`src/rtl/alu_pkg.sv`:
```
// Shared front-panel ALU types: sequencer state codes (also shown on the phase LEDs)
// and the bit positions of the {N,Z,C,V} flags.
package alu_pkg;

   typedef enum logic [2:0] {
      GET_A  = 3'd0,
      GET_B  = 3'd1,
      GET_OP = 3'd2,
      EXEC   = 3'd3,
      SHOW   = 3'd4
   } seq_state_t;

   localparam int FLAG_N = 3;
   localparam int FLAG_Z = 2;
   localparam int FLAG_C = 1;
   localparam int FLAG_V = 0;

endpackage

```
`src/rtl/btn_pulse.sv`:
```
// Rising-edge detector for a synchronous button; one press pulse per hold.
// The history register resets high so a button held through reset release stays silent.
module btn_pulse (
   input  logic clk,
   input  logic rst,
   input  logic i_btn,
   output logic o_press
);

   logic r_btn_q;

   // NOTE: state registers use non-blocking (<=) so every flop samples pre-edge values.
   always_ff @(posedge clk or posedge rst) begin
      if (rst) r_btn_q <= 1'b1;
      else     r_btn_q <= i_btn;
   end

   assign o_press = i_btn & ~r_btn_q;

endmodule

```
`src/rtl/alu_op_sequencer.sv`:
```
// Front-panel sequencer: collects A, B and opcode from switches, launches the ALU,
// waits ALU_LAT cycles and holds the result. Define ALU_SEQ_CHAIN_EN for accumulator mode.
module alu_op_sequencer
   import alu_pkg::*;
#(
   parameter int W       = 8,
   parameter int OPW     = 4,
   parameter int ALU_LAT = 1
) (
   input  logic           clk,
   input  logic           rst,
   input  logic           btn,
   input  logic [W-1:0]   sw,
   input  logic [OPW-1:0] op_sw,
   input  logic [W-1:0]   alu_result,
   input  logic [3:0]     alu_flags,
   output logic [W-1:0]   alu_a,
   output logic [W-1:0]   alu_b,
   output logic [OPW-1:0] alu_op,
   output logic           alu_start,
   output logic [W-1:0]   result_q,
   output logic [3:0]     flags_q,
   output logic           res_valid,
   output logic           busy,
   output logic [2:0]     phase
);

   localparam int            CW      = $clog2(ALU_LAT + 1);
   localparam logic [CW-1:0] LAT_C   = CW'(ALU_LAT);
   localparam logic [CW-1:0] CNT_ONE = CW'(1);

   seq_state_t     r_state;
   seq_state_t     w_state_nxt;
   logic [CW-1:0]  r_cnt;
   logic [W-1:0]   r_alu_a;
   logic [W-1:0]   r_alu_b;
   logic [OPW-1:0] r_alu_op;
   logic [W-1:0]   r_result;
   logic [3:0]     r_flags;

   logic w_press;
   logic w_cap_a;
   logic w_cap_b;
   logic w_cap_op;
   logic w_cap_res;
   logic w_chain;

   btn_pulse u_btn_pulse (
      .clk     (clk),
      .rst     (rst),
      .i_btn   (btn),
      .o_press (w_press)
   );

   // NOTE: every signal gets a default before the case so no path leaves one unassigned (no latches).
   always_comb begin
      w_state_nxt = r_state;
      w_cap_a     = 1'b0;
      w_cap_b     = 1'b0;
      w_cap_op    = 1'b0;
      w_cap_res   = 1'b0;
      w_chain     = 1'b0;
      case (r_state)
         GET_A: if (w_press) begin
            w_cap_a     = 1'b1;
            w_state_nxt = GET_B;
         end
         GET_B: if (w_press) begin
            w_cap_b     = 1'b1;
            w_state_nxt = GET_OP;
         end
         GET_OP: if (w_press) begin
            w_cap_op    = 1'b1;
            w_state_nxt = EXEC;
         end
         EXEC: if (r_cnt == CNT_ONE) begin
            w_cap_res   = 1'b1;
            w_state_nxt = SHOW;
         end
         SHOW: if (w_press) begin
`ifdef ALU_SEQ_CHAIN_EN
            w_chain     = 1'b1;
            w_state_nxt = GET_B;
`else
            w_state_nxt = GET_A;
`endif
         end
         default: w_state_nxt = GET_A;
      endcase
   end

   always_ff @(posedge clk or posedge rst) begin
      if (rst) begin
         r_state  <= GET_A;
         r_cnt    <= '0;
         r_alu_a  <= '0;
         r_alu_b  <= '0;
         r_alu_op <= '0;
         r_result <= '0;
         r_flags  <= '0;
      end else begin
         r_state <= w_state_nxt;
         if (w_cap_a)       r_alu_a <= sw;
         else if (w_chain)  r_alu_a <= r_result;
         if (w_cap_b)       r_alu_b <= sw;
         if (w_cap_op)      r_alu_op <= op_sw;
         // Counter holds at zero outside EXEC so a stray state can never re-fire alu_start.
         if (w_cap_op)                                  r_cnt <= LAT_C;
         else if (r_state == EXEC && r_cnt != '0)       r_cnt <= r_cnt - CNT_ONE;
         if (w_cap_res) begin
            r_result <= alu_result;
            r_flags  <= alu_flags;
         end
      end
   end

   assign alu_a     = r_alu_a;
   assign alu_b     = r_alu_b;
   assign alu_op    = r_alu_op;
   assign result_q  = r_result;
   assign flags_q   = r_flags;
   assign alu_start = (r_state == EXEC) && (r_cnt == LAT_C);
   assign busy      = (r_state == EXEC);
   assign res_valid = (r_state == SHOW);
   assign phase     = r_state;

endmodule

```
`config.mk`:
```
export PLATFORM = sky130hd
export DESIGN_NAME = alu_op_sequencer
export DESIGN_NICKNAME = d
export VERILOG_FILES = /design/src/rtl/alu_pkg.sv /design/src/rtl/btn_pulse.sv /design/src/rtl/alu_op_sequencer.sv
export SDC_FILE = /design/constraint.sdc
export NUM_CORES = 1
export LEC_CHECK = 0
export ABC_AREA = 1
export BUFFER_PORTS_ARGS = -buffer_cell sky130_fd_sc_hd__buf_2
export CORE_ASPECT_RATIO = 1.25
export CORE_MARGIN = 1
export CORE_UTILIZATION = 46
export DETAILED_ROUTE_END_ITERATION = 6
export GPL_TIMING_DRIVEN = 1
export PLACE_DENSITY = 0.78
export SYNTH_ARGS = -nofsm -noshare
export SYNTH_HDL_FRONTEND = slang
export SYNTH_SLANG_ARGS = --single-unit
```
`constraint.sdc`:
```
create_clock -name clk -period 1.6 [get_ports clk]
set_clock_uncertainty 0.1 [all_clocks]
set_input_delay 0.08 -clock clk [delete_from_list [all_inputs] [get_ports clk]]
set_output_delay 0.08 -clock clk [all_outputs]
set_load 0.05 [all_outputs]
```
==> results of run 1 <==
==> through the flow <==
step | setup TNS [ps] | instances | setup WS [ps] | cell area, sq um
4_1_cts | -38.1 | 298 | -14.5 | 2270
2_1_floorplan | 0 | 162 | 8.13 | 1550
3_5_place_dp | 0 | 261 | 119 | 1890
3_3_place_gp | 0 | 261 | 133 | 1890
5_1_grt | -7.72 | 303 | -7.72 | 2340
6_report | 0 | 303 | 71.0 | 2340
==> timing repair <==
action                                  4_1_cts  5_1_grt
endpoints found under the hold margin        71        0
hold buffers                                 26        0
pin swaps                                     0        1
buffers inserted                              3        5
gates resized for setup                       3        7
endpoints found under the setup margin        1       16
==> layer usage <==
layer | part of all wire [%] | global-route usage [%]
met4 | 2.0 | 13.5
met1 | 42 | 26.7
met3 | 4.5 | 5.75
met2 | 51 | 40.3
met5 | 0 | 0
==> state kept, by name, summed over array words and instances, names as in the netlist <==
name / flops
alu_op: 4
result_q: 8
alu_a: 8
alu_b: 8
flags_q: 4
phase: 3
r_cnt: 1
u_btn_pulse.r_btn_q: 1
==> worst paths after layout <==
check | startpoint | to | cells past startpoint | slack, ps
min reg2reg | result_q[1] | result_q[1] | 2 | 390
min | rst | result_q[3] | 4 | 190
min in group clk | btn | u_btn_pulse.r_btn_q | 2 | 290
max reg2reg | phase[0] | alu_a[5] | 5 | 110
max in group asynchronous | rst | u_btn_pulse.r_btn_q | 4 | 860
max | phase[1] | res_valid | 2 | 70
==> cells by family after synthesis <==
| family | count (synthesis) |
|---|---|
| flip-flops | 37 |
| buffers and inverters | 23 |
| AO/OA/AOI/OAI | 21 |
| AND/OR/NAND/NOR | 81 |
==> cells in the final DEF (no fill, tap or decap) <==
cell and count:
nand2_2 9, nor2_4 2, nand2_4 2, nor2_1 1
nand3_2 1, nand2_1 59, dfrtp_2 1, buf_2 62
dfrtp_4 2, dfstp_2 1, dfrtp_1 33, o21ai_0 5
clkbuf_4 6, clkbuf_1 1, inv_1 18, nand3_1 2
nor3_4 1, clkinv_8 1, dlygate4sd3_1 26, nand3_4 1
nand4_1 1, buf_4 11, buf_8 1, nor2_2 1
o21ai_1 16, clkbuf_8 1, bufinv_16 1, nand4_4 1
==> cell type report <==
class	instances	area, sq um	area share [%]
Clock buffer	7	55.1	2.35
Inverter	19	83.8	3.58
Multi-Input combinational cell	102	519	22.1
Sequential cell	37	936	39.9
Clock inverter	1	30.0	1.28
Tap cell	36	45.0	1.92
Timing Repair Buffer	101	676	28.8
==> critical path, delay by kind of cell, from the launching register on <==
family                 cells  cell delay [ps]
flip-flops                 1              540
AND/OR/NAND/NOR            1              220
buffers and inverters      1              260
==> where the power goes <==
| group | total, mW | internal (mW) | leakage, nW | switching (mW) |
|---|---|---|---|---|
| Sequential | 1.67 | 1.38 | 0.444 | 0.288 |
| Combinational | 2.87 | 0.694 | 0.797 | 2.18 |
| Clock | 0.682 | 0.373 | 0.0455 | 0.308 |
| Total | 5.22 | 2.44 | 1.29 | 2.77 |
==> metrics, run 1 <==
Yosys cell types 19; critical path startpoint category flip-flop; Avg Synthesized Cell Area 9.33 sq um; clock buffer count from CTS 5; IO buf count 64; Slew Limit Fails 0; Net Count, Synth 189; final setup violation count 0; Ys Warns 0; Clock Sinks 37; Post-Synth Adder-Cell Area 0%; simple-gate share of the synthesized area 24.6%; routed len/inst 12.1 um; Antenna Violating Nets Remaining 0; vias in the first global route 1,359; initial antenna violation count 0; maximum vdd ir drop around 0.0019 V; # nets final 293; Cell Area, Synth around 1500 sq um; Worst Hold Class in -> async; Layout area overhead 55.1%; # rows 22; Post-synth top flop dfrtp_1; vias per cell 4.66; XOR/XNOR Fraction of Synth Area 0%; Mapped Cells approximately 160; IO Count between 60 and 70; Vias 1,413; HPWL Detailed 2.21 mm; Max clock buf depth 2; CP arrival 1350 ps; post-synth top area share 59.6%; slowest CP cell dfrtp_4; Async SR Flop Fraction 100%; global-route wire length before repair 5.88 mm; Crit. End Element primary output; Die Y about 66 um; count of final hold-check violations 0; Data required, critical path 1420 ps; Root Driver clkbuf_4; Synth area leader dfrtp_1; Fill cells 214; die width roughly 53 um; sequential element share of the synthesized area 61.3%; largest net degree at the start of global routing 25; GP Congestion approximately 0.81; power per cell area 2230 nW/um^2; fin util 77.4%; largest family of logic cells by synthesized area simple AND/OR/NAND/NOR gates; CTS clock-pin slew for the worst setup and hold paths 120 ps; status complete, no violations; portion of netlist area occupied by mux cells 0%; Final Cycle Share between 90% and 100%; compound-cell area share of the yosys netlist 6.95%; grt total ovfl 0; Cell Chain, Critical Path nor3_4, clkbuf_4; list of most frequent post-synthesis cells 59 x nand2_1, 36 x dfrtp_1, 18 x inv_1; Max-slew headroom 74.5%; Total GRT Usage 23.9%; Pre-antenna DRT Iters 4; final hold slack 190 ps; minimum clock period 1530 ps; CP peak stage delay 540 ps; core box area 3030 sq um; total wire length 3.66 mm; number of flops mapped to enable cells by yosys 0; DR iter-0 viols 27; worst-skew pair later-pin latency ~350 ps; top cells by area, synth dfrtp_1 60%, nand2_1 15%, o21ai_1 5.3%, inv_1 4.5%, nand2_2 4.1%; leakage 1.29 nW; fraction of layout cells with a size suffix above 1 39.3%; actual transition at the worst max-transition pin roughly 380 ps; CTS tree done; Max-cap violations 0; die area 3520 sq um; H-tree Lvls 2; initial core utilization 49.9%; kind of critical path reg -> out; ANT cells 0; Design Power 5.22 mW; DRC 0; Peak Freq 0.654 GHz; CP Max Fanout 5; most frequent cell after synthesis nand2_1; register bit total from synthesis 37
No activity file was read; power rests on OpenSTA's default activity.
==> run 2: changes to the inputs <==
- CELL_PAD_IN_SITES_DETAIL_PLACEMENT: unset -> 1
- CELL_PAD_IN_SITES_GLOBAL_PLACEMENT: unset -> 1
- CORE_UTILIZATION: 46 -> 34
- PLACE_DENSITY: 0.78 -> unset
- PLACE_DENSITY_LB_ADDON: unset -> 0.1
==> run 2 against run 1 <==
Effect of this change:
- first-iteration DRC count increased by 63%
- worst setup slack got worse by 26 ps
- final cell count increased by 4.6%
- non-clock buffer count decreased by 6
- core utilization decreased by 22 points
- sequential power about the same
- total power decreased by 1.8%
- die area increased by 34%
- sequential share of layout area increased by 0.94 points
- maximum frequency decreased by 1.7%
- largest cell class unchanged
- critical path depth increased by 5
==> metrics, run 2 (synthesis results as in run 1) <==
Max-cap violations 0 (unchanged); Layout area overhead 51.6% (was 55.1%); GP Congestion 0.686 (was 0.812); vias per cell 4.49 (was 4.66); commonest non-fill, non-tap cell in the layout buf_2 (unchanged); Final Cycle Share 97.2% (was 95.6%); Max-slew headroom 72.3% (was 74.5%); CTS clock-pin slew for the worst setup and hold paths 70 ps (was 120 ps); maximum vdd ir drop 0.00122 V (was 0.00189 V); initial core utilization 36.3% (was 49.9%); CP peak stage delay 520 ps (was 540 ps); R2R Setup Slk 90 ps (was 110 ps); RSZ-0062 raised after global routing yes; Data required, critical path 1660 ps (was 1420 ps); Cell Chain, Critical Path dlygate4sd3_1, buf_2, inv_1, nor2_2, nand4_2, nand2_1, o21ai_1 (was nor3_4, clkbuf_4); critical path startpoint category input pin (was flip-flop); Clock Sinks 37 (unchanged); initial antenna violation count 0 (unchanged); grt met2 use 37.6% (was 40.3%); kind of critical path in -> reg (was reg -> out); fraction of layout cells with a size suffix above 1 36.8% (was 39.3%); R2R Path Start phase[0] (unchanged); # nets final 287 (was 293); grt total ovfl 0 (unchanged); actual transition at the worst max-transition pin 415 ps (was 382 ps); leakage 1.24 nW (was 1.29 nW); # rows 26 (was 22); clock buffer count from CTS 5 (unchanged); DRC 0 (unchanged); final hold slack 209 ps (was 190 ps); ANT cells 0 (unchanged); count of final hold-check violations 0 (unchanged); gr busiest metal met2 (unchanged); H-tree Lvls 2 (unchanged); Worst Hold Class in -> async (unchanged); Max clock buf depth 2 (unchanged); met1 Resource Use GR 22.7% (was 26.7%); minimum clock period 1560 ps (was 1530 ps); Slew Limit Fails 0 (unchanged); Pre-antenna DRT Iters 4 (unchanged); HPWL Detailed 3.03 mm (was 2.21 mm); routed len/inst 13.6 um (was 12.1 um); Vias 1,422 (was 1,413); Peak Freq 0.643 GHz (was 0.654 GHz); status complete, no violations (unchanged); Reg2Reg Depth 4 (was 5); CTS tree done (unchanged); vias in the first global route 1,568 (was 1,359); IO Count 65 (unchanged); global-route wire length before repair 7.21 mm (was 5.88 mm); fin util 55.0% (was 77.4%); CP Max Fanout 16 (was 5); CP arrival 1620 ps (was 1350 ps); Crit. End Element flip-flop (was primary output); fraction of met3 tracks used by global routing 5.77% (was 5.75%); power per cell area 2240 nW/um^2 (was 2230 nW/um^2); Antenna Violating Nets Remaining 0 (unchanged); worst-skew pair later-pin latency 290 ps (was 350 ps); Total GRT Usage 21.0% (was 23.9%); IO buf count 64 (unchanged); Root Driver clkbuf_8 (was clkbuf_4); largest net degree at the start of global routing 18 (was 25); Die Y 76.5 um (was 66.1 um); DR iter-0 viols 44 (was 27); core box area 4160 sq um (was 3030 sq um); slowest CP cell dlygate4sd3_1 (was dfrtp_4); final setup violation count 0 (unchanged); reg-to-reg endpoint alu_a[2] (was alu_a[5]); Fill cells 504 (was 214); Design Power 5.12 mW (was 5.22 mW); die area 4720 sq um (was 3520 sq um); total wire length 4.32 mm (was 3.66 mm); most frequent cells in the layout 63 x buf_2, 59 x nand2_1, 33 x dfrtp_1 (was 62 x buf_2, 59 x nand2_1, 33 x dfrtp_1); die width 61.6 um (was 53.3 um)
run 2: how the worst max path moves through the flow:
stage / start / to / slack (ps)
after floorplan: phase[0] / flags_q[0] / 8
after global placement: phase[0] / alu_a[3] / 130
after detailed placement: phase[0] / alu_a[3] / 90
after CTS: phase[0] / alu_start / 10
after global routing: phase[0] / alu_a[2] / -90
final: btn / alu_b[1] / 40
run 2: metrics by stage:
stage,instances,setup WS [ps],area [sq um],TNS (ps)
final,317,44.8,2290,0
after global routing,317,-92.4,2290,-1000
after CTS,315,12.7,2260,0
after detailed placement,281,91.1,1920,0
after global placement,281,131,1920,0
after floorplan,162,8.13,1550,0
run 2: layer usage:
layer	vias to the layer above	wire [um]
li1	690	-
met1	683	1640
met2	42	2420
met3	7	192
met4	0	73
met5	-	0
run 2: power by group:
group          switching, mW  leakage, nW  internal (mW)
combinational           2.17        0.760          0.652
sequential             0.293        0.444           1.38
clock                  0.313       0.0395          0.309
run 2: worst max-delay path: cells and delay by family:
kind                   cells  cell delay (ps)
AOI/OAI and AO/OA          1               80
buffers and inverters      3              670
and+or+nand+nor            3              780
run 2: repair_timing:
item,in CTS,in global routing
buffers inserted,0,2
setup endpoints to repair,1,20
gates resized for setup,2,3
endpoints found under the hold margin,41,0
hold buffers,26,0
run 2: cell type report:
class	count	area, sq um	share of cell area [%]
inverters	19	83.8	3.66
multi-input cells	102	493	21.5
flip-flops and latches	37	936	40.9
repair buffers	95	628	27.4
clock buffers	8	80.1	3.50
well taps	56	70.1	3.06
==> run 3: changes to the inputs <==
- CELL_PAD_IN_SITES_DETAIL_PLACEMENT: 1 -> 0
- CORE_UTILIZATION: 34 -> 33
- SYNTH_HIERARCHICAL: unset -> 1
==> run 3 against run 2 <==
Effect of this change:
- synthesized area down 1.6%
- critical path type is now reg -> out
- first-iteration DRC count up 66%
- core utilization down 0.58 points
- routed wire length down 23%
==> metrics, run 3 <==
maximum vdd ir drop 0.00101 V (was 0.00122 V); most frequent cells in the layout 68 x nand2_1, 62 x buf_2, 33 x dfrtp_1 (was 63 x buf_2, 59 x nand2_1, 33 x dfrtp_1); H-tree Lvls 2 (unchanged); kind of critical path reg -> out (was in -> reg); R2R Path Start phase[0] (unchanged); worst-skew pair later-pin latency 280 ps (was 290 ps); Antenna Violating Nets Remaining 0 (unchanged); Layout area overhead 53.6% (was 51.6%); Clock Sinks 37 (unchanged); minimum clock period 1530 ps (was 1560 ps); status complete, no violations (unchanged); Sw Pwr 2.76 mW (was 2.78 mW); Sw Ratio 52.3% (was 54.3%); most frequent cell after synthesis nand2_1 (unchanged); Clock power frac 15.7% (was 12.2%); count of final hold-check violations 0 (unchanged); portion of netlist area occupied by mux cells 0% (unchanged); fraction of layout cells with a size suffix above 1 34.5% (was 36.8%); Cell Area, Synth 1490 sq um (was 1510 sq um); Pre-antenna DRT Iters 4 (unchanged); critical path startpoint category flip-flop (was input pin); CTS tree done (unchanged); GP Congestion 0.818 (was 0.686); Data required, critical path 1420 ps (was 1660 ps); Reg2Reg Depth 3 (was 4); Worst Hold Class in -> async (unchanged); HPWL Detailed 2.38 mm (was 3.03 mm); fin util 54.4% (was 55.0%); list of most frequent post-synthesis cells 68 x nand2_1, 36 x dfrtp_1, 20 x inv_1, 20 x o21ai_0, 5 x nand3_1 (was 59 x nand2_1, 36 x dfrtp_1, 18 x inv_1); vias per cell 4.22 (was 4.49); Comb pwr share 53.9% (was 55.2%); CTS clock-pin slew for the worst setup and hold paths 80 ps (was 70 ps); initial core utilization 35.5% (was 36.3%); Total GRT Usage 15.3% (was 21.0%); Crit. End Element primary output (was flip-flop); # rows 26 (unchanged); DR iter-0 viols 73 (was 44); core box area 4200 sq um (was 4160 sq um); Net Count, Synth 192 (was 189); clock buffer count from CTS 5 (unchanged); worst slack, placed 167 ps (was 91.1 ps); power per cell area 2310 nW/um^2 (was 2240 nW/um^2); die area 4780 sq um (was 4720 sq um); actual transition at the worst max-transition pin 304 ps (was 415 ps); Peak Freq 0.654 GHz (was 0.643 GHz); Mapped Cells 165 (was 162); largest family of logic cells by synthesized area simple AND/OR/NAND/NOR gates (unchanged); ANT cells 0 (unchanged); Max-cap violations 0 (unchanged); die width 62.1 um (was 61.6 um); DRC 0 (unchanged); register bit total from synthesis 37 (unchanged); Root Driver clkbuf_8 (unchanged); Post-synth top flop dfrtp_1 (unchanged); Max clock buf depth 2 (unchanged); Vias 1,350 (was 1,422); Async SR Flop Fraction 100% (unchanged); IO Count 65 (unchanged); CP Max Fanout 5 (was 16); post-synth top area share 60.6% (was 59.6%); total wire length 3.31 mm (was 4.32 mm); number of flops mapped to enable cells by yosys 0 (unchanged); simple-gate share of the synthesized area 22.7% (was 24.6%); initial antenna violation count 0 (unchanged); CP arrival 1350 ps (was 1620 ps); compound-cell area share of the yosys netlist 7.06% (was 6.95%); grt total ovfl 0 (unchanged); IO buf count 64 (unchanged); global-route wire length before repair 5.43 mm (was 7.21 mm); largest net degree at the start of global routing 21 (was 18); Max-slew headroom 79.7% (was 72.3%); Yosys cell types 16 (was 19); sequential power share 30.4% (was 32.7%); sequential element share of the synthesized area 62.3% (was 61.3%); Slew Limit Fails 0 (unchanged); commonest non-fill, non-tap cell in the layout nand2_1 (was buf_2); Synth area leader dfrtp_1 (unchanged); Pint 2.52 mW (was 2.34 mW); final setup violation count 0 (unchanged); Design Power 5.28 mW (was 5.12 mW); Avg Synthesized Cell Area 9.02 sq um (was 9.33 sq um); RSZ-0062 raised after global routing yes (unchanged); reg-to-reg endpoint alu_a[4] (was alu_a[2]); vias in the first global route 1,282 (was 1,568); slack of the critical path 71.6 ps (was 44.8 ps); CP Launch Point phase[2] (was btn); Post-Synth Adder-Cell Area 0% (unchanged); XOR/XNOR Fraction of Synth Area 0% (unchanged); routed len/inst 10.3 um (was 13.6 um); leakage 1.26 nW (was 1.24 nW); Die Y 77.1 um (was 76.5 um); R2R Setup Slk 160 ps (was 90 ps); Ys Warns 6 (was 0); top cells by area, synth dfrtp_1 61%, nand2_1 17%, o21ai_0 6.7%, inv_1 5.0%, dfstp_2 1.8% (was dfrtp_1 60%, nand2_1 15%, o21ai_1 5.3%, inv_1 4.5%, nand2_2 4.1%); Final Cycle Share 95.5% (was 97.2%); # nets final 290 (was 287)
[run 3: changes by cell type after synthesis, sizes merged]
cell / previous run / this run
clkinv: 1 / 0
nor3: 1 / 0
nor2: 4 / 5
inv: 18 / 22
nand4: 2 / 0
nand3: 4 / 7
nand2: 70 / 69
[run 3: logic make-up after synthesis]
| group | after synthesis |
|---|---|
| AO/OA/AOI/OAI | 21 |
| flip-flops | 37 |
| AND/OR/NAND/NOR | 81 |
| buffers and inverters | 26 |
[run 3: layout make-up]
cell class,instances,area [sq um]
fill,381,1910
sequential,37,931
timing repair buffer,95,627
multi-input combinational,102,450
inverter,22,86.3
clock buffer,6,82.6
tap,56,70.1
clock inverter,2,37.5
[run 3: metal layers]
layer | up-vias | share of wire [%] | track usage (%) | routed length [um]
met5 | - | 0 | 0 | 0
met4 | 0 | 1.4 | 6.67 | 46
met3 | 5 | 6.0 | 4.38 | 199
met2 | 45 | 48 | 25.1 | 1580
met1 | 605 | 45 | 17.7 | 1480
li1 | 695 | - | - | -
[run 3: power groups by stage]
stage	Clock [mW]	Combinational [mW]	Sequential (mW)
after floorplan	0	0.714	3.07
after global placement	0	2.76	1.61
after detailed placement	0	2.80	1.62
after CTS	0.852	2.86	1.61
after global routing	0.889	3.04	1.67
final	0.829	2.84	1.60
[run 3: worst max-delay path by stage]
stage / end / depth (start not counted)
5_1_grt: alu_start / 5
2_1_floorplan: phase[1] / 8
3_3_place_gp: alu_a[5] / 4
6_report: alu_start / 4
4_1_cts: alu_start / 4
3_5_place_dp: alu_a[1] / 3
[run 3: what timing repair did]
action	4_1_cts	5_1_grt
setup endpoints to repair	1	2
hold endpoints to repair	70	0
hold buffers	26	0
setup buffers	0	2
pin swaps	0	1
gates resized for setup	2	1
[run 3: critical path, cell delays in order (launching register included)]
cell,delay [ps]
dfrtp_2,430
nor2_2,160
nand2_2,110
nor2_4,180
buf_6,180
[run 3: per-stage QoR]
| stage | cells | setup TNS (ps) | hold slack (ps) | area [sq um] |
|---|---|---|---|---|
| after floorplan | 165 | 0 | -130 | 1500 |
| after global placement | 284 | 0 | -15.2 | 1880 |
| after detailed placement | 284 | 0 | -13.1 | 1880 |
| after CTS | 318 | 0 | 215 | 2270 |
| after global routing | 320 | -20.0 | 262 | 2280 |
| final | 320 | 0 | 231 | 2280 |
